==> src/rtl/bcd_pkg.sv <==
`default_nettype none
// +--------------------------------------------------------------------+
// | bcd_pkg                                                            |
// | Shared constants, FSM encoding and digit helpers for BCD decoding. |
// | Rev 1.0                                                            |
// +--------------------------------------------------------------------+
package bcd_pkg;

    localparam int c_NDIG_DEFAULT = 4;
    localparam logic [3:0] c_DIGIT_MAX = 4'd9;
    localparam logic [3:0] c_NEG_THRESHOLD = 4'd5;

    typedef enum logic [1:0] {
        ST_IDLE = 2'd0,
        ST_CONV = 2'd1,
        ST_DONE = 2'd2
    } state_t;

    // A leading digit of 5..9 (or any invalid code) marks a negative
    // ten's-complement operand.
    function automatic logic msd_is_negative(input logic [3:0] msd);
        return (msd >= c_NEG_THRESHOLD);
    endfunction

    function automatic logic digit_is_invalid(input logic [3:0] digit);
        return (digit > c_DIGIT_MAX);
    endfunction

endpackage : bcd_pkg
`default_nettype wire

==> src/rtl/bcd_digit_comp.sv <==
`default_nettype none
// +--------------------------------------------------------------------+
// | bcd_digit_comp                                                     |
// | One-digit ten's-complement step: (9-d)+carry mod 10, or pass-thru. |
// | Rev 1.0                                                            |
// +--------------------------------------------------------------------+
module bcd_digit_comp
    import bcd_pkg::*;
(
    input  logic [3:0] digit_i,
    input  logic       carry_i,
    input  logic       negate_i,
    output logic [3:0] digit_o,
    output logic       carry_o,
    output logic       invalid_o
);

    logic [3:0] w_nines;
    logic [3:0] w_sum;
    logic       w_wrap;

    assign w_nines   = c_DIGIT_MAX - digit_i;
    // Only a nines-complement of 9 plus an incoming carry reaches ten.
    assign w_wrap    = (w_nines == c_DIGIT_MAX) && carry_i;
    assign w_sum     = w_nines + {3'b000, carry_i};

    assign digit_o   = !negate_i ? digit_i : (w_wrap ? 4'd0 : w_sum);
    assign carry_o   = negate_i && w_wrap;
    assign invalid_o = digit_is_invalid(digit_i);

endmodule : bcd_digit_comp
`default_nettype wire

==> src/rtl/bcd_signmag_decoder.sv <==
`default_nettype none
// +--------------------------------------------------------------------+
// | bcd_signmag_decoder                                                |
// | Serial ten's-complement BCD to sign/magnitude BCD, one digit/clk.  |
// | Rev 1.0                                                            |
// +--------------------------------------------------------------------+
module bcd_signmag_decoder #(
    parameter int NDIG = bcd_pkg::c_NDIG_DEFAULT
) (
    input  logic              clk,
    input  logic              reset,
    input  logic              start,
    input  logic [4*NDIG-1:0] din,
    output logic              busy,
    output logic              done,
    output logic              sign,
    output logic [4*NDIG-1:0] mag,
    output logic              err
);
    import bcd_pkg::*;

    localparam int c_W     = 4 * NDIG;
    localparam int c_CNT_W = $clog2(NDIG + 1);
    localparam logic [c_CNT_W-1:0] c_CNT_LAST = c_CNT_W'(NDIG - 1);

    state_t             state_q, state_d;
    logic [c_W-1:0]     work_q, work_d;
    logic [c_CNT_W-1:0] cnt_q, cnt_d;
    logic               carry_q, carry_d;
    logic               err_acc_q, err_acc_d;
    logic               sign_q, sign_d;
    logic [c_W-1:0]     mag_q, mag_d;
    logic               err_q, err_d;

    logic [3:0]         w_dig_out;
    logic               w_carry_out;
    logic               w_invalid;
    logic [c_W-1:0]     w_shifted;
    logic               w_err_final;

    bcd_digit_comp u_digit_comp (
        .digit_i   (work_q[3:0]),
        .carry_i   (carry_q),
        .negate_i  (sign_q),
        .digit_o   (w_dig_out),
        .carry_o   (w_carry_out),
        .invalid_o (w_invalid)
    );

    // The LSD is consumed from the bottom while its result enters at the
    // top, so after NDIG shifts the register holds the finished magnitude.
    generate
        if (NDIG > 1) begin : g_shift_multi
            assign w_shifted = {w_dig_out, work_q[c_W-1:4]};
        end else begin : g_shift_single
            assign w_shifted = w_dig_out;
        end
    endgenerate

    assign w_err_final = err_acc_q || w_invalid;

    always_ff @(posedge clk or posedge reset) begin
        if (reset) begin
            state_q   <= ST_IDLE;
            work_q    <= '0;
            cnt_q     <= '0;
            carry_q   <= 1'b0;
            err_acc_q <= 1'b0;
            sign_q    <= 1'b0;
            mag_q     <= '0;
            err_q     <= 1'b0;
        end else begin
            state_q   <= state_d;
            work_q    <= work_d;
            cnt_q     <= cnt_d;
            carry_q   <= carry_d;
            err_acc_q <= err_acc_d;
            sign_q    <= sign_d;
            mag_q     <= mag_d;
            err_q     <= err_d;
        end
    end

    always_comb begin
        state_d   = state_q;
        work_d    = work_q;
        cnt_d     = cnt_q;
        carry_d   = carry_q;
        err_acc_d = err_acc_q;
        sign_d    = sign_q;
        mag_d     = mag_q;
        err_d     = err_q;

        case (state_q)
            ST_IDLE: begin
                if (start) begin
                    state_d   = ST_CONV;
                    work_d    = din;
                    cnt_d     = '0;
                    carry_d   = 1'b1;
                    err_acc_d = 1'b0;
                    sign_d    = msd_is_negative(din[c_W-1 -: 4]);
                end
            end
            ST_CONV: begin
                work_d    = w_shifted;
                carry_d   = w_carry_out;
                err_acc_d = w_err_final;
                cnt_d     = cnt_q + c_CNT_W'(1);
                if (cnt_q == c_CNT_LAST) begin
                    state_d = ST_DONE;
                    err_d   = w_err_final;
                    mag_d   = w_err_final ? '0 : w_shifted;
                end
            end
            ST_DONE: begin
                state_d = ST_IDLE;
            end
            default: begin
                state_d = ST_IDLE;
            end
        endcase
    end

    assign busy = (state_q == ST_CONV);
    assign done = (state_q == ST_DONE);
    assign sign = sign_q;
    assign mag  = mag_q;
    assign err  = err_q;

endmodule : bcd_signmag_decoder
`default_nettype wire

==> config.mk <==
export PLATFORM = sky130hd
export DESIGN_NAME = bcd_signmag_decoder
export DESIGN_NICKNAME = d
export VERILOG_FILES = /design/src/rtl/bcd_pkg.sv /design/src/rtl/bcd_digit_comp.sv /design/src/rtl/bcd_signmag_decoder.sv
export SDC_FILE = /design/constraint.sdc
export NUM_CORES = 1
export LEC_CHECK = 0
export CAP_MARGIN = 15
export CORE_MARGIN = 1
export CORE_UTILIZATION = 45
export CTS_CLUSTER_SIZE = 28
export DETAILED_ROUTE_END_ITERATION = 12
export PLACE_DENSITY = 0.73
export SLEW_MARGIN = 20
export SYNTH_ARGS = -nofsm -noshare
export SYNTH_HDL_FRONTEND = slang
export SYNTH_SLANG_ARGS = --single-unit
==> constraint.sdc <==
create_clock -name clk -period 1.8 [get_ports clk]
set_input_delay 0.45 -clock clk [delete_from_list [all_inputs] [get_ports clk]]
set_output_delay 0.45 -clock clk [all_outputs]
set_load 0.02 [all_outputs]
==> reports/results.md, run 1 <==
| Quantity | Reported | Unit |
|---|---|---|
| Result of the run | complete, but fails checks | - |
| Violations in the final reports | setup timing | - |
| Clock H-tree levels | 2 | - |
| Wire length after detailed routing | 4290 | µm |
| Cell chain of the critical path | inv_2 -> ha_4 -> or4b_4 -> o2111a_1 -> a221oi_2 -> o21ai_1 | - |
| Routed vias | 1522 | - |
| Maximum count of clock buffers along a single path | 2 | - |
| Later-pin clock latency in the skew report | 290 | ps |
| Max Used Layer | met4 | - |
| Final period util | 108 | % |
| Total of max-cap violations | 0 | - |
| Max Fanout on Critical Path | 2 | - |
| Setup slack of the most critical reg-to-reg path | -140 | ps |
| Crit path DAT | 2100 | ps |
| Post-synthesis instance area | 0.00189 | mm² |
| Met3 wirelength from detailed routing | 152 | µm |
| Source of the worst register-to-register timing path | work_q[2]$_DFFE_PP0P_ | - |
| Instance area at placement | 0.00245 | mm² |
| Post-detailed-route DRC marker count | 0 | - |
| Cts hold-fix bufs | 0 | - |
| Layout Area Growth over Synthesis | 38.5 | % |
| Category of the worst setup path capture point | register | - |
| WS Path Type | register to register | - |
| Port Buffers | 38 | - |
| Via count of the first global-routing pass | 1552 | - |
| Number of antenna cells inserted | 0 | - |
| Max-Slew Margin vs Limit | 71.4 | % |
| Total of flip-flops plus latches after synthesis | 41 | - |
| Required @ worst endpoint | 1960 | ps |
| Antenna violations before repair | 0 | - |
| Root buf cell | sky130_fd_sc_hd__clkbuf_8 | - |
| CP startpoint kind | register | - |
| Hold violation count in the final report | 0 | - |
| Fraction of layout instances using a drive strength above 1 | 19.8 | % |
| Worst path top cell family by delay | compound AO/OA/AOI/OAI gates | - |
| Iteration-0 DRC Markers | 88 | - |
| Clock sink count | 41 | - |
| Minimum setup slack after placement | -107 | ps |
| Wl on met1 | 1860 | µm |
| Effective utilization at floorplan | 46.9 | % |
| Average wire per standard cell | 15.2 | µm |
| Leakage component of the power | 1.17 | nW |
| Hold path depth | 2 | - |
| Pwr dens | 1830 | mW/mm² |
| Maximum number of pins on one net before global-route repair | 42 | - |
| Fraction of registers with async set or reset after synthesis | 100 | % |
| Post-Synthesis Cells | 175 | - |
| Total iterations of the first detailed-routing run | 6 | - |
| Synthesized Nets | 200 | - |
| Cell types occupying the most area after synthesis | sky130_fd_sc_hd__dfrtp_1, sky130_fd_sc_hd__a22o_1, sky130_fd_sc_hd__o21ai_0 | - |
| Most frequently used cell type in the post-synthesis netlist | sky130_fd_sc_hd__dfrtp_1 | - |
| Worst-case hold slack | 495 | ps |
| Global-route wire length before repair | 7100 | µm |
| Clock transition at path regs | 80 | ps |
| Final core occ | 64.9 | % |
| Cell with the largest stage delay on the worst path | sky130_fd_sc_hd__or4b_4 | - |
| Worst Tran Pin Value | 427 | ps |
| Worst hold path class | register to register | - |
| Average instance area after synthesis | 10.8 | µm² |
| Clock tree from TritonCTS | built | - |
| Number of top-level design ports | 39 | - |
| Die Span X | 66.8 | µm |
| Via/cell ratio | 5.40 | - |
| Final max-slew violation count | 0 | - |
| Peak supply drop | 0.000873 | V |
| CP peak stage delay | 480 | ps |
| Slack of the critical path | -139 | ps |
| Proportion of netlist area held by the largest area contributor | 54.3 | % |
| Sequential share of the synthesized area | 54.3 | % |
| EDFF count, synth | 0 | - |
| Origin of the worst min-delay path | mag[14]$_DFFE_PP0P_ | - |
| Most instantiated cells after synthesis | sky130_fd_sc_hd__dfrtp_1, sky130_fd_sc_hd__nand2_1, sky130_fd_sc_hd__o21ai_0 | - |
| GRT Total Usage | 21.9 | % |
| Leading area contributor after synthesis | sky130_fd_sc_hd__dfrtp_1 | - |
| Core area | 0.00403 | mm² |
| Path depth of the worst reg2reg path | 6 | - |
| Num CTS Buffers | 5 | - |
| Overflow left after global routing | 0 | - |
| Setup repair after global routing missed its margin | true | - |
| Met2 Routed Length | 2180 | µm |
| Cell area after layout | 0.00262 | mm² |
| Crit path time final | 1940 | ps |
| Upper clock frequency limit | 516 | MHz |
| Vertical extent of the die | 66.8 | µm |
| Endpoint of the most critical register-to-register path | mag[15]$_DFFE_PP0P_ | - |
| DP HPWL | 3180 | µm |
| Total of warnings raised by yosys | 0 | - |
| Area enclosed by the die boundary | 0.00446 | mm² |
| Critical path buffer and inverter count | 1 | - |
| Residual antenna-violating net count after detailed routing | 0 | - |
| FP Rows | 23 | - |
| Power, Total | 4.80 | mW |
| Hold-critical path endpoint | mag[14]$_DFFE_PP0P_ | - |
| Nets | 256 | - |
| Final Skew | 8.51 | ps |
| Fill cell total of the finished layout | 302 | - |
| Weighted congestion at the end of routability-driven global placement | 0.912 | - |
| Final setup viols | 4 | - |
| Post-synth top flop | sky130_fd_sc_hd__dfrtp_1 | - |
| Number of distinct library cell variants in the gate-level netlist after synthesis | 36 | - |
-- placed cells by master, fill, tap and decap left out, drive strengths merged, types with 2 or more instances in the layout --
cell type / instances
o21a: 2
nor2: 9
mux2i: 8
a22o: 12
a22oi: 2
a211oi: 4
clkdlybuf4s50: 35
clkinv: 2
nor2b: 4
o21ai: 22
nand2b: 2
a21oi: 9
clkbuf: 6
nand2: 21
ha: 6
a31oi: 2
dfrtp: 41
buf: 20
dlygate4sd2: 2
inv: 9
-- layout make-up --
| cell class | instances | area, µm² | share of cell area (%) |
|---|---|---|---|
| Timing Repair Buffer | 58 | 553 | 21.1 |
| Multi-Input combinational cell | 116 | 842 | 32.2 |
| Clock inverter | 2 | 13.8 | 0.526 |
| Sequential cell | 41 | 1030 | 39.2 |
| Clock buffer | 6 | 82.6 | 3.16 |
| Tap cell | 50 | 62.6 | 2.39 |
| Inverter | 9 | 36.3 | 1.39 |
-- cells by family after synthesis --
| family | after synthesis | synth area share [%] |
|---|---|---|
| compound gates | 59 | 20.7 |
| xor+xnor | 2 | 0.927 |
| fa+ha+maj | 6 | 3.97 |
| buf+inv | 18 | 4.77 |
| flops | 41 | 54.3 |
| mux | 8 | 4.24 |
| simple gates | 41 | 11.1 |
-- worst register-to-register path: stages (launching register included) --
cell and delay, ps:
sky130_fd_sc_hd__dfrtp_1 390, sky130_fd_sc_hd__inv_2 90, sky130_fd_sc_hd__ha_4 210, sky130_fd_sc_hd__or4b_4 480, sky130_fd_sc_hd__o2111a_1 270, sky130_fd_sc_hd__a221oi_2 260, sky130_fd_sc_hd__o21ai_1 120
-- layer usage --
layer,track usage [%],up-vias
li1,-,734
met1,25.9,740
met2,36.7,37
met3,5.65,11
met4,10.4,0
met5,0,-
-- report_power, final --
part	leakage [nW]	internal, mW	switching [mW]
registers	0.518	1.34	0.322
clock network	0.0512	0.311	0.312
logic	0.600	1.21	1.30
-- repair_timing --
action                                  CTS  global route
buffers inserted                          2             1
endpoints found under the setup margin   11            10
resized for setup                         9             7
pin swaps                                 3             6
-- state kept, by name (all words and copies together) (netlist names) --
| name | cells |
|---|---|
| carry_q | 1 |
| cnt_q | 3 |
| mag | 16 |
| state_q | 2 |
| work_q | 16 |
| err | 1 |
| err_acc_q | 1 |
| sign | 1 |
-- metrics by stage --
stage	instances	TNS (ps)
floorplan	175	-17.5
global route	282	-654
global placement	271	-38.2
detailed placement	271	-482
CTS	281	-221
finish	282	-290
-- how the worst max path moves through the flow --
stage	startpoint	slack, ps	end	depth (start not counted)
floorplan	work_q[1]$_DFFE_PP0P_	-20	work_q[15]$_DFFE_PP0P_	6
global placement	work_q[2]$_DFFE_PP0P_	-20	mag[12]$_DFFE_PP0P_	6
detailed placement	work_q[2]$_DFFE_PP0P_	-110	mag[12]$_DFFE_PP0P_	6
CTS	work_q[2]$_DFFE_PP0P_	-100	mag[15]$_DFFE_PP0P_	6
global route	work_q[2]$_DFFE_PP0P_	-180	work_q[15]$_DFFE_PP0P_	6
finish	work_q[2]$_DFFE_PP0P_	-140	mag[15]$_DFFE_PP0P_	6
(Power assumes the default switching activity.)
==> inputs of run 2 (changes only) <==
--- a/config.mk
+++ b/config.mk
@@ -8,6 +8,7 @@
 export CAP_MARGIN = 15
 export CORE_MARGIN = 1
 export CORE_UTILIZATION = 45
+export CTS_CLUSTER_DIAMETER = 80
 export CTS_CLUSTER_SIZE = 28
 export DETAILED_ROUTE_END_ITERATION = 12
 export PLACE_DENSITY = 0.73
==> results of run 2 <==
The final DEF is identical to that of run 1; final timing and power are the same.
==> inputs of run 3 (changes only) <==
--- a/config.mk
+++ b/config.mk
@@ -9,8 +9,8 @@
 export CORE_MARGIN = 1
 export CORE_UTILIZATION = 45
 export CTS_CLUSTER_DIAMETER = 80
-export CTS_CLUSTER_SIZE = 28
 export DETAILED_ROUTE_END_ITERATION = 12
+export MAX_ROUTING_LAYER = met4
 export PLACE_DENSITY = 0.73
 export SLEW_MARGIN = 20
 export SYNTH_ARGS = -nofsm -noshare
==> run 3 against run 2 <==
Against the previous run: the flow still finishes with violations (setup timing); via count is 0.39% higher; maximum frequency is 0.11% lower; die area stayed put; sequential share of layout area stayed put; flip-flop and latch count stayed put.
==> reports/results.md, run 3 (synthesis gave the netlist of run 1 again) <==
| Quantity | Reported | Unit | vs previous |
|---|---|---|---|
| Result of the run | complete, but fails checks | - |  |
| Violations in the final reports | setup timing | - |  |
| Later-pin clock latency in the skew report | 290 | ps | about the same |
| Cts hold-fix bufs | 0 | - | unchanged |
| Via/cell ratio | 5.42 | - | +0.39% |
| FP Rows | 23 | - | unchanged |
| Nets | 256 | - | unchanged |
| Worst-case hold slack | 495 | ps | -0.120 ps |
| Maximum count of clock buffers along a single path | 2 | - | unchanged |
| Port Buffers | 38 | - | unchanged |
| CP startpoint kind | register | - |  |
| DP HPWL | 3180 | µm | unchanged |
| Max Used Layer | met4 | - |  |
| Post-detailed-route DRC marker count | 0 | - | unchanged |
| Most common cell after layout, fill and taps aside | sky130_fd_sc_hd__dfrtp_1 | - |  |
| Via count of the first global-routing pass | 1557 | - | +0.32% |
| Hold violation count in the final report | 0 | - | unchanged |
| Leakage component of the power | 1.17 | nW | unchanged |
| Antenna violations before repair | 0 | - | unchanged |
| GRT Total Usage | 22.3 | % | +0.44 points |
| Total of max-cap violations | 0 | - | unchanged |
| Required @ worst endpoint | 1960 | ps | about the same |
| Clock H-tree levels | 2 | - | unchanged |
| Maximum number of pins on one net before global-route repair | 42 | - | unchanged |
| Cell with the largest stage delay on the worst path | sky130_fd_sc_hd__or4b_4 | - |  |
| CP peak stage delay | 480 | ps | about the same |
| Average wire per standard cell | 15.2 | µm | about the same |
| Slack of the critical path | -142 | ps | -2.16 ps |
| Cell count after placement | 271 | - | unchanged |
| Pwr dens | 1830 | mW/mm² | about the same |
| Crit path time final | 1940 | ps | +2.16 ps |
| Number of antenna cells inserted | 0 | - | unchanged |
| Overflow left after global routing | 0 | - | unchanged |
| Worst hold path class | register to register | - |  |
| Root buf cell | sky130_fd_sc_hd__clkbuf_8 | - |  |
| Max Fanout on Critical Path | 2 | - | unchanged |
| Minimum setup slack after placement | -107 | ps | unchanged |
| Peak supply drop | 0.000873 | V | about the same |
| Final period util | 108 | % | +0.12 points |
| Die Span X | 66.8 | µm | unchanged |
| Final max-slew violation count | 0 | - | unchanged |
| Setup repair after global routing missed its margin | true | - |  |
| Number of top-level design ports | 39 | - | unchanged |
| WS Path Type | register to register | - |  |
| Category of the worst setup path capture point | register | - |  |
| Clock sink count | 41 | - | unchanged |
| Final setup viols | 4 | - | unchanged |
| Residual antenna-violating net count after detailed routing | 0 | - | unchanged |
| Global-route wire length before repair | 7080 | µm | -0.30% |
| Num CTS Buffers | 5 | - | unchanged |
| Iteration-0 DRC Markers | 88 | - | unchanged |
| Routed vias | 1528 | - | +0.39% |
| Weighted congestion at the end of routability-driven global placement | 0.928 | - | +1.7% |
| Cell chain of the critical path | inv_2 -> ha_4 -> or4b_4 -> o2111a_1 -> a221oi_2 -> o21ai_1 | - |  |
| Met3 wirelength from detailed routing | 138 | µm | -9.2% |
| Area enclosed by the die boundary | 0.00446 | mm² | unchanged |
| Wl on met1 | 1880 | µm | +1.4% |
| Total iterations of the first detailed-routing run | 4 | - | -2 |
| Crit path DAT | 2100 | ps | about the same |
| Effective utilization at floorplan | 46.9 | % | unchanged |
| Worst Tran Pin Value | 421 | ps | -5.38 ps |
| Clock transition at path regs | 80 | ps | about the same |
| Layout Area Growth over Synthesis | 38.5 | % | unchanged |
| Vertical extent of the die | 66.8 | µm | unchanged |
| Met2 Routed Length | 2180 | µm | -0.23% |
| Commonest cells after routing, fill and taps aside | sky130_fd_sc_hd__dfrtp_1, sky130_fd_sc_hd__clkdlybuf4s50_1, sky130_fd_sc_hd__nand2_1, sky130_fd_sc_hd__buf_4, sky130_fd_sc_hd__o21ai_0 | - |  |
| Core area | 0.00403 | mm² | unchanged |
| Count of placed standard cells in the final layout, fillers left out | 282 | - | unchanged |
| Wire length after detailed routing | 4300 | µm | about the same |
| Max-Slew Margin vs Limit | 71.7 | % | +0.36 points |
| Upper clock frequency limit | 515 | MHz | -0.11% |
| Final Skew | 8.25 | ps | -0.258 ps |
| Fraction of layout instances using a drive strength above 1 | 19.8 | % | unchanged |
| Clock tree from TritonCTS | built | - |  |
## run 3: area by class of cell
| class | count | area, µm² |
|---|---|---|
| multi-input combinational | 116 | 842 |
| tap | 50 | 62.6 |
| clock inverter | 2 | 13.8 |
| fill | 302 | 1410 |
| timing repair buffer | 58 | 553 |
| inverter | 9 | 36.3 |
| clock buffer | 6 | 82.6 |
| sequential | 41 | 1030 |
## run 3: metal layers
| metal | GRT usage [%] | up-vias |
|---|---|---|
| li1 | - | 733 |
| met5 | - | - |
| met3 | 4.45 | 12 |
| met2 | 36.5 | 39 |
| met1 | 25.9 | 744 |
| met4 | 11.7 | 0 |
## run 3: worst max-delay path: cells and delay by family (launching register included)
kind / cells / cell delay [ps]
adders and majority gates: 1 / 210
buffers and inverters: 1 / 90
and+or+nand+nor: 1 / 480
DFF: 1 / 390
AOI/OAI and AO/OA: 3 / 640
## run 3: final timing paths
check	start	to	slack (ps)	depth (start not counted)
setup / recovery	work_q[2]$_DFFE_PP0P_	mag[15]$_DFFE_PP0P_	-140	6
hold / removal	mag[14]$_DFFE_PP0P_	mag[14]$_DFFE_PP0P_	500	2
setup reg to reg	work_q[2]$_DFFE_PP0P_	mag[15]$_DFFE_PP0P_	-140	6
hold reg to reg	mag[14]$_DFFE_PP0P_	mag[14]$_DFFE_PP0P_	500	2
max in group asynchronous	reset	mag[12]$_DFFE_PP0P_	1080	3
min in group asynchronous	reset	mag[3]$_DFFE_PP0P_	510	3
## run 3: stage by stage
stage / power, mW / cell area [µm²] / util, % / setup TNS [ps]
4_1_cts: 4.73 / 2590 / 64.2 / -221
3_3_place_gp: 3.89 / 2450 / 60.8 / -38.2
2_1_floorplan: 3.07 / 1900 / - / -17.5
6_report: 4.80 / 2620 / 64.9 / -294
5_1_grt: 5.15 / 2620 / 64.9 / -654
3_5_place_dp: 4.00 / 2450 / 60.8 / -482
## run 3: power breakdown
group          leakage, nW  internal (mW)  switching, mW
sequential           0.518           1.34          0.322
combinational        0.600           1.21           1.30
clock               0.0512          0.311          0.314
total                 1.17           2.86           1.94
## run 3: timing repair
item / in CTS / in global routing
setup buffers: 2 / 1
endpoints found under the setup margin: 11 / 10
hold endpoints to repair: 0 / 0
gates resized for setup: 9 / 7
pin swaps: 3 / 6
